==> config.mk <==
export PLATFORM = sky130hd
export DESIGN_NAME = bit_order_deser_flat
export DESIGN_NICKNAME = d
export VERILOG_FILES = /design/src/rtl/bit_order_deser_if.sv /design/src/rtl/bit_order_deser.sv /design/src/flat_wrapper.sv
export SDC_FILE = /design/constraint.sdc
export NUM_CORES = 1
export LEC_CHECK = 0
export ABC_AREA = 1
export BUFFER_PORTS_ARGS = -buffer_cell sky130_fd_sc_hd__buf_2
export CAP_MARGIN = 20
export CORE_MARGIN = 2
export CORE_UTILIZATION = 52
export CTS_BUF_LIST = sky130_fd_sc_hd__clkbuf_4
export DETAILED_ROUTE_END_ITERATION = 7
export PLACE_DENSITY = 0.76
export SYNTH_ARGS = -nofsm -noshare
export SYNTH_HDL_FRONTEND = slang
export SYNTH_SLANG_ARGS = --single-unit
==> constraint.sdc <==
create_clock -name clk -period 1.8 [get_ports clk]
set_input_delay 0.36 -clock clk [delete_from_list [all_inputs] [get_ports clk]]
set_output_delay 0.36 -clock clk [all_outputs]
set_load 0.005 [all_outputs]
==> src/rtl/bit_order_deser_if.sv <==
// Handshake bundle for the bit-order deserializer.
// Serial side: s_valid/s_ready/s_bit/s_last/msb_first; word side: m_valid/m_ready/m_data/frame_err.
interface bit_order_deser_if #(
    parameter int WIDTH = 5
);
    logic             s_valid;
    logic             s_ready;
    logic             s_bit;
    logic             s_last;
    logic             msb_first;
    logic             m_valid;
    logic             m_ready;
    logic [WIDTH-1:0] m_data;
    logic             frame_err;

    modport slave (
        input  s_valid, s_bit, s_last, msb_first, m_ready,
        output s_ready, m_valid, m_data, frame_err
    );

    modport master (
        output s_valid, s_bit, s_last, msb_first, m_ready,
        input  s_ready, m_valid, m_data, frame_err
    );
endinterface

==> src/rtl/bit_order_deser.sv <==
// Serial-to-parallel receiver rebuilding WIDTH-bit words, LSB- or MSB-first per word.
// Ports: clk, rst_n (async active-low), bus (slave modport: serial in, word out, frame_err).
module bit_order_deser #(
    parameter int WIDTH = 5,
    parameter int CNT_W = 3
) (
    input  logic                clk,
    input  logic                rst_n,
    bit_order_deser_if.slave    bus
);
    typedef enum logic [1:0] {
        IDLE    = 2'd0,
        COLLECT = 2'd1,
        FULL    = 2'd2
    } state_t;

    localparam logic [CNT_W-1:0] LAST = CNT_W'(WIDTH - 1);

    state_t           state_q;
    logic [CNT_W-1:0] cnt_q;
    logic [WIDTH-1:0] shreg_q;
    logic [WIDTH-1:0] shreg_d;
    logic [WIDTH-1:0] m_data_q;
    logic             order_q;
    logic             m_valid_q;
    logic             ferr_q;

    logic             acc;
    logic             last_k;
    logic             out_free;
    logic             ord_d;
    logic [CNT_W-1:0] idx;

    assign bus.s_ready   = (state_q != FULL);
    assign bus.m_valid   = m_valid_q;
    assign bus.m_data    = m_data_q;
    assign bus.frame_err = ferr_q;

    assign acc      = bus.s_valid && (state_q != FULL);
    assign last_k   = (cnt_q == LAST);
    // Output register can take a new word if empty or drained this cycle
    assign out_free = !m_valid_q || bus.m_ready;

    // First bit of a word uses the live order pin; later bits the latched one
    always_comb begin
        ord_d        = (cnt_q == '0) ? bus.msb_first : order_q;
        idx          = ord_d ? (LAST - cnt_q) : cnt_q;
        shreg_d      = shreg_q;
        shreg_d[idx] = bus.s_bit;
    end

    always_ff @(posedge clk or negedge rst_n) begin
        if (!rst_n) begin
            state_q   <= IDLE;
            cnt_q     <= '0;
            shreg_q   <= '0;
            m_data_q  <= '0;
            order_q   <= 1'b0;
            m_valid_q <= 1'b0;
            ferr_q    <= 1'b0;
        end else begin
            ferr_q <= 1'b0;
            if (m_valid_q && bus.m_ready) begin
                m_valid_q <= 1'b0;
            end
            unique case (state_q)
                IDLE, COLLECT: begin
                    if (acc) begin
                        if (cnt_q == '0) begin
                            order_q <= bus.msb_first;
                        end
                        shreg_q <= shreg_d;
                        if (last_k) begin
                            cnt_q <= '0;
                            if (out_free) begin
                                m_data_q  <= shreg_d;
                                m_valid_q <= 1'b1;
                                state_q   <= IDLE;
                            end else begin
                                state_q <= FULL;
                            end
                        end else if (bus.s_last) begin
                            cnt_q   <= '0;
                            ferr_q  <= 1'b1;
                            state_q <= IDLE;
                        end else begin
                            cnt_q   <= cnt_q + CNT_W'(1);
                            state_q <= COLLECT;
                        end
                    end
                end
                FULL: begin
                    // m_valid is always set while FULL; refill it from the held word
                    if (bus.m_ready) begin
                        m_data_q  <= shreg_q;
                        m_valid_q <= 1'b1;
                        state_q   <= IDLE;
                    end
                end
                default: state_q <= IDLE;
            endcase
        end
    end
endmodule

==> src/flat_wrapper.sv <==
// flat-port wrapper written by rule: the top's interface ports become plain ports
module bit_order_deser_flat 
#(
    parameter int WIDTH = 5,
    parameter int CNT_W = 3
)
  (clk, rst_n, bus_s_valid, bus_s_bit, bus_s_last, bus_msb_first, bus_m_ready, bus_s_ready, bus_m_valid, bus_m_data, bus_frame_err);
  bit_order_deser_if #(.WIDTH(WIDTH)) bus_i ();
  input  logic clk;
  input  logic rst_n;
  input wire logic [$bits(bus_i.s_valid)-1:0] bus_s_valid;
  input wire logic [$bits(bus_i.s_bit)-1:0] bus_s_bit;
  input wire logic [$bits(bus_i.s_last)-1:0] bus_s_last;
  input wire logic [$bits(bus_i.msb_first)-1:0] bus_msb_first;
  input wire logic [$bits(bus_i.m_ready)-1:0] bus_m_ready;
  output wire logic [$bits(bus_i.s_ready)-1:0] bus_s_ready;
  output wire logic [$bits(bus_i.m_valid)-1:0] bus_m_valid;
  output wire logic [$bits(bus_i.m_data)-1:0] bus_m_data;
  output wire logic [$bits(bus_i.frame_err)-1:0] bus_frame_err;
  assign bus_i.s_valid = bus_s_valid;
  assign bus_i.s_bit = bus_s_bit;
  assign bus_i.s_last = bus_s_last;
  assign bus_i.msb_first = bus_msb_first;
  assign bus_i.m_ready = bus_m_ready;
  assign bus_s_ready = bus_i.s_ready;
  assign bus_m_valid = bus_i.m_valid;
  assign bus_m_data = bus_i.m_data;
  assign bus_frame_err = bus_i.frame_err;
  bit_order_deser #(.WIDTH(WIDTH), .CNT_W(CNT_W)) u_core (.clk(clk), .rst_n(rst_n), .bus(bus_i));
endmodule
### Word level (Yosys, flattened, before mapping)

Index checks and enable logic that the tools add are counted.

* add/sub/neg operators: 2
* $mul: 0
* divide/modulo/power cells: 0
* order comparisons: 2
* eq/ne operators: 8
* shifts and indexed selects: 0
* mux-type cells: 28
* bitwise gates (word level): 0
* reductions and logical operators: 12

Operators by type and width (count)
* 2-to-1 mux 5 bit: 4
* 2-to-1 mux 1 bit: 12
* case mux 5 bit (2 select lines): 1
* 2-to-1 mux 3 bit: 3
* 2-to-1 mux 2 bit: 4
* != test 2 x 1 -> 1 bit (second input constant): 3
* bitwise mux 5 bit: 1
* AND reduction 5 bit: 1
* < comparator 3 x 4 -> 1 bit (second input constant): 1
* != test 2 bit (second input constant): 2
* case mux 2 bit (2 select lines): 1
* AND reduction 2 bit: 2
* adder 3 x 1 -> 3 bit (second input constant): 1
* demux 1 bit (select 3 bit): 1
* == test 3 bit (second input constant): 1
* greater-or-equal comparator 3 x 1 -> 1 bit (second input constant): 1
* logical AND 1 bit: 3
* zero test 3 bit: 1
* subtractor 3 bit (first input constant): 1
* == test 2 x 1 -> 1 bit (second input constant): 1
* == test 2 bit (second input constant): 1
* zero test 2 bit: 1
* case mux 1 bit (2 select lines): 1
* nonzero test 2 bit: 1
* 3 further kinds: 3

* bits in registers: 18
* latch bits: 0
* bits in writable memories: 0
* memory bits (read-only): 0
* bits of input ports: 7
* output and inout bits: 8
* logic and storage cells: 59
* memories: 0

### Logic depth before layout (Yosys ltp)

* depth in word-level cells: 12
* gate-level depth with buffers: 13
* depth with buffers taken out: 13

### Least setup slack after synthesis

Ideal clock, no wire load.

* path kind: register -> register
* start: reg u_core.cnt_q[0]
* end: reg u_core.shreg_q[0]
* setup time: 0.126 ns
* arrival time: 1.757 ns
* data required time: 1.674 ns
* setup slack: -0.083 ns
* stages on the path, launching flop included: 14
* path buffers: 0
* period minus slack after synthesis: 1.883 ns
* cell sequence: dfrtp_1 -> clkinv_1 -> ha_1 -> ha_1 -> inv_1 -> nand2_2 -> nand2_1 -> nand2_1 -> nand2_2 -> nand3_1 -> nand2_1 -> nand2_1 -> nand2_1 -> o21ai_0

* cells in the longest elaborated chain, start to end: 8
* elaborated cells on any way between the ends: 10
* classes of those cells: 1 x add/sub; 2 x order compare; 5 x mux; 2 x reduce/logical

RTL lines
* from (decl): line bit_order_deser.sv:20 `logic [CNT_W-1:0] cnt_q;`
* from (signal assigned): line bit_order_deser.sv:87 `cnt_q <= cnt_q + CNT_W'(1);`
* parallel branches: the longest is 2 deep, another holds subtractor 3 bit
* 2-to-1 mux 3 bit (*): line bit_order_deser.sv:47 `idx = ord_d ? (LAST - cnt_q) : cnt_q;`
* < comparator 3 x 4 -> 1 bit (not written as such) or greater-or-equal comparator 3 x 1 -> 1 bit (tied branches): line bit_order_deser.sv:49 `shreg_d[idx] = bus.s_bit;`
* logical AND 1 bit (not written as such): line bit_order_deser.sv:49
* 2-to-1 mux 1 bit (not written as such): line bit_order_deser.sv:49
* demux 1 bit (select 3 bit) (*)
* bitwise mux 5 bit (*): line bit_order_deser.sv:49
* to (signal assigned): line bit_order_deser.sv:72 `shreg_q <= shreg_d;`
* to (decl): line bit_order_deser.sv:21 `logic [WIDTH-1:0] shreg_q;`

Mark *: on every way between the ends.
A chain may end at the register's enable or synchronous reset.

### Worst setup path after layout

* start: reg u_core.cnt_q[0]
* end: reg u_core.m_data_q[0], in the netlist u_core.bus.m_data[0]

* cells in the longest elaborated chain, start to end: 12
* elaborated cells on any way between the ends: 17
* classes of those cells: 1 x add/sub; 2 x order compare; 2 x eq/ne; 9 x mux; 3 x reduce/logical

RTL lines
* parallel branches: the longest is 12 deep, another holds < comparator 3 x 4 -> 1 bit
* to (signal assigned): line bit_order_deser.sv:76 `m_data_q <= shreg_d;`
* to (signal assigned): line bit_order_deser.sv:95 `m_data_q <= shreg_q;`
* to (decl): line bit_order_deser.sv:23 `logic [WIDTH-1:0] m_data_q;`

Several ways; the timed one is not identified. The select of a mux whose other input is x is not followed.

==> summary.md <==
| Metric | Value |
|---|---|
| Outcome | `finished, final reports clean` |
| Tot GR Track Use | `20.7%` |
| Port Buffers | `14` |
| Worst Setup Path Type | `flip-flop to flip-flop` |
| Synth Warn # | `0` |
| Final Hold Fails | `0` |
| CTS Sinks | `18` |
| Setup violators final | `0` |
| Layout area overhead | `22.9%` |
| Critical Path Start | `u_core.cnt_q[0]` |
| Setup crit end | `u_core.bus.m_data[0]` |
| Syn Nets | `146` |
| DIE AREA | `2400 um^2` |
| Fin nets | `174` |
| Pwr Total | `1470 uW` |
| CP Data Required Time | `1.98 ns` |
| Post-synth ARST share | `100%` |
| Sw power | `580 uW` |
| Worst Path Max Fanout | `8` |
| Top post-synthesis cells by area | `dfrtp_1 43%, nand2_1 15%, nand3_1 8.1%, inv_1 6.1%, ha_1 4.8%` |
| HPWL Detailed | `1620 um` |
| Setup Skew | `0.00235 ns` |
| Tcrit/Tclk final | `94.2%` |
| Post-layout min period | `1.70 ns` |
| CTS tree | `done` |
| # rows | `16` |
| Startpoint Class | `flip-flop` |
| DRC errors left | `0` |
| Count leader, synth | `nand2_1` |
| Die width | `49.0 um` |
| RePlAce Congestion | `0.792` |
| Syn avg cell area | `7.79 um^2` |
| Drt pass-1 iters | `4` |
| Synth top area share | `42.8%` |
| Global-route wire length before repair | `3810 um` |
| HP Start | `bus_s_last` |
| Reg power frac | `40.5%` |
| Num CTS Buffers | `3` |
| Share of cells above drive strength 1 | `28.0%` |
| RSZ-0062 raised after global routing | `false` |
| Placed cell area | `1180 um^2` |
| Total negative slack | `0 ns` |
| Filler cells | `166` |
| Crit. End Element | `flip-flop` |
| Final Util | `66.6%` |
| Final Max Tran Viols | `0` |
| Worst Hold Class | `input pin to flip-flop` |
| Slew HR | `72.8%` |
| Die height | `49.0 um` |
| Vias in the first global route | `936` |
| Number of flops mapped to enable cells by yosys | `0` |
| Skew-Pair Late Insertion Delay | `0.29 ns` |
| H-tree depth | `1` |
| Synth Instances | `135` |
| Setup slack, reg-to-reg | `0.10 ns` |
| Reg clk slew, reported paths | `0.10 ns` |
| FF-to-FF End | `u_core.bus.m_data[0]` |
| Initial core utilization | `54.2%` |
| Wire per inst | `12.0 um` |
| Net Sw Frac | `39.5%` |
| CTS max path bufs | `2` |
| Initial antenna violation count | `0` |
| Pin count of the biggest net entering global routing | `19` |
| Cell variety after synth | `22` |
| Stages on worst setup path | `11` |
| Clk pwr share | `13.3%` |
| Post-synth top area cell | `dfrtp_1` |
| Critical-path top delay cell | `dfrtp_1` |
| CP Buf/Inv Count | `1` |
| Antenna cell count | `0` |
| Mapped Area | `1050 um^2` |
| Lkg Pwr | `0.000707 uW` |
| CTS root buf | `clkbuf_4` |
| Post-synthesis register bit count | `18` |
| Ports | `15` |
| Delay of the slowest critical-path stage | `0.38 ns` |
| CP arrival | `1.88 ns` |
| Sequential element share of the synthesized area | `42.8%` |
| Top_reg_cell synth | `dfrtp_1` |
| Crit path max-delay family | `simple AND/OR/NAND/NOR gates` |
| Core footprint | `1940 um^2` |
| Post-route cell area | `1290 um^2` |
| Fmax | `590 MHz` |
| ANT nets after route | `0` |
| Max-cap violations | `0` |
| Reg2reg path depth | `11` |
| Routed vias | `949` |
| Combinational share of power | `46.2%` |
| Max IR drop VDD | `0.000696 V` |
| Grt ovf | `0` |
| Worst slew pin tran | `0.408 ns` |
| Pwr per Cell Area | `1140 nW/um^2` |
| Total Wirelength | `2260 um` |
| Int Pwr | `890 uW` |
| Via density | `5.05` |
| CP Cell Sequence | `clkinv_2 -> ha_4 -> ha_4 -> nand2_2 -> nand3_1 -> nand2_2 -> nand3_1 -> nand2_1 -> nand3_1 -> nand2_1 -> nand2_1` |
| Reg-to-Reg Start | `u_core.cnt_q[0]` |
| Top post-synthesis cells by count | `41 x nand2_1, 18 x dfrtp_1, 17 x inv_1, 17 x nand3_1, 9 x o21ai_0` |
| Iter 0 DRT Violations | `26` |
## state kept, by name (all words and copies together) (netlist names)
| name | cells |
|---|---|
| u_core.bus.m_valid | 1 |
| u_core.bus.m_data | 5 |
| u_core.cnt_q | 3 |
| u_core.shreg_q | 5 |
| u_core.bus.frame_err | 1 |
| u_core.state_q | 2 |
| u_core.order_q | 1 |
## power groups by stage
| stage | registers (uW) | clock network [uW] | logic, uW |
|---|---|---|---|
| 6_report | 595 | 196 | 679 |
| 5_1_grt | 607 | 220 | 768 |
| 4_1_cts | 591 | 204 | 596 |
| 3_5_place_dp | 600 | 0 | 575 |
| 3_3_place_gp | 593 | 0 | 553 |
| 2_1_floorplan | 595 | 0 | 413 |
## cells by family after synthesis
kind of cell | share of synthesized area, %
xor+xnor | 0.832
buf+inv | 7.49
simple gates | 33.7
flops | 42.8
fa+ha+maj | 4.76
compound gates | 10.5
## how the worst min path moves through the flow
stage,end,slack [ns],depth (start not counted)
after detailed placement,u_core.bus.m_data[3],0.32,1
after global routing,u_core.bus.frame_err,0.32,3
final,u_core.bus.frame_err,0.32,3
after CTS,u_core.bus.frame_err,0.31,3
after floorplan,u_core.bus.frame_err,0.06,0
after global placement,u_core.order_q,0.31,1
## repair_timing
action	CTS	global route
buffers inserted	2	3
pin swaps	1	5
endpoints found under the setup margin	1	10
resized for setup	1	10
gates cloned	0	0
hold buffers	1	0
endpoints found under the hold margin	9	0
## through the flow
| stage | hold slack [ns] | cells | worst slack [ns] |
|---|---|---|---|
| after floorplan | 0.0644 | 135 | 0.0182 |
| after global placement | 0.310 | 179 | 0.0626 |
| after detailed placement | 0.322 | 179 | 0.00718 |
| after CTS | 0.310 | 185 | 0.00255 |
| after global routing | 0.319 | 188 | 0.00765 |
| final | 0.317 | 188 | 0.105 |
## final cells by class
| cell class | count | area (um^2) | share of cell area [%] |
|---|---|---|---|
| multi-input cells | 98 | 571 | 44.1 |
| clock buffers | 3 | 22.5 | 1.74 |
| flip-flops and latches | 18 | 450 | 34.8 |
| inverters | 18 | 68.8 | 5.32 |
| well taps | 27 | 33.8 | 2.61 |
| repair buffers | 24 | 148 | 11.4 |
## metal layers
layer  up-vias  GRT usage [%]  routed length, um
li1        501              -                  -
met1       420           24.4               1030
met2        22           37.0               1120
met3         6           3.68                 63
met4         0           8.57                 48
met5         -              0                  0
## cells in the final DEF, fill, tap and decap left out, types with 4 or more instances in the layout
cell type	n
nand2_1	38
dfrtp_1	18
nand3_1	16
inv_1	15
buf_2	14
o21ai_0	9
buf_4	9
nand4_1	5
a21oi_1	5
nand2_4	4
## tightest hold or removal path, delay by kind of cell
| kind | cells | cell delay [ns] |
|---|---|---|
| buf+inv | 2 | 0.17 |
| simple gates | 1 | 0.05 |
(Power assumes the default switching activity.)
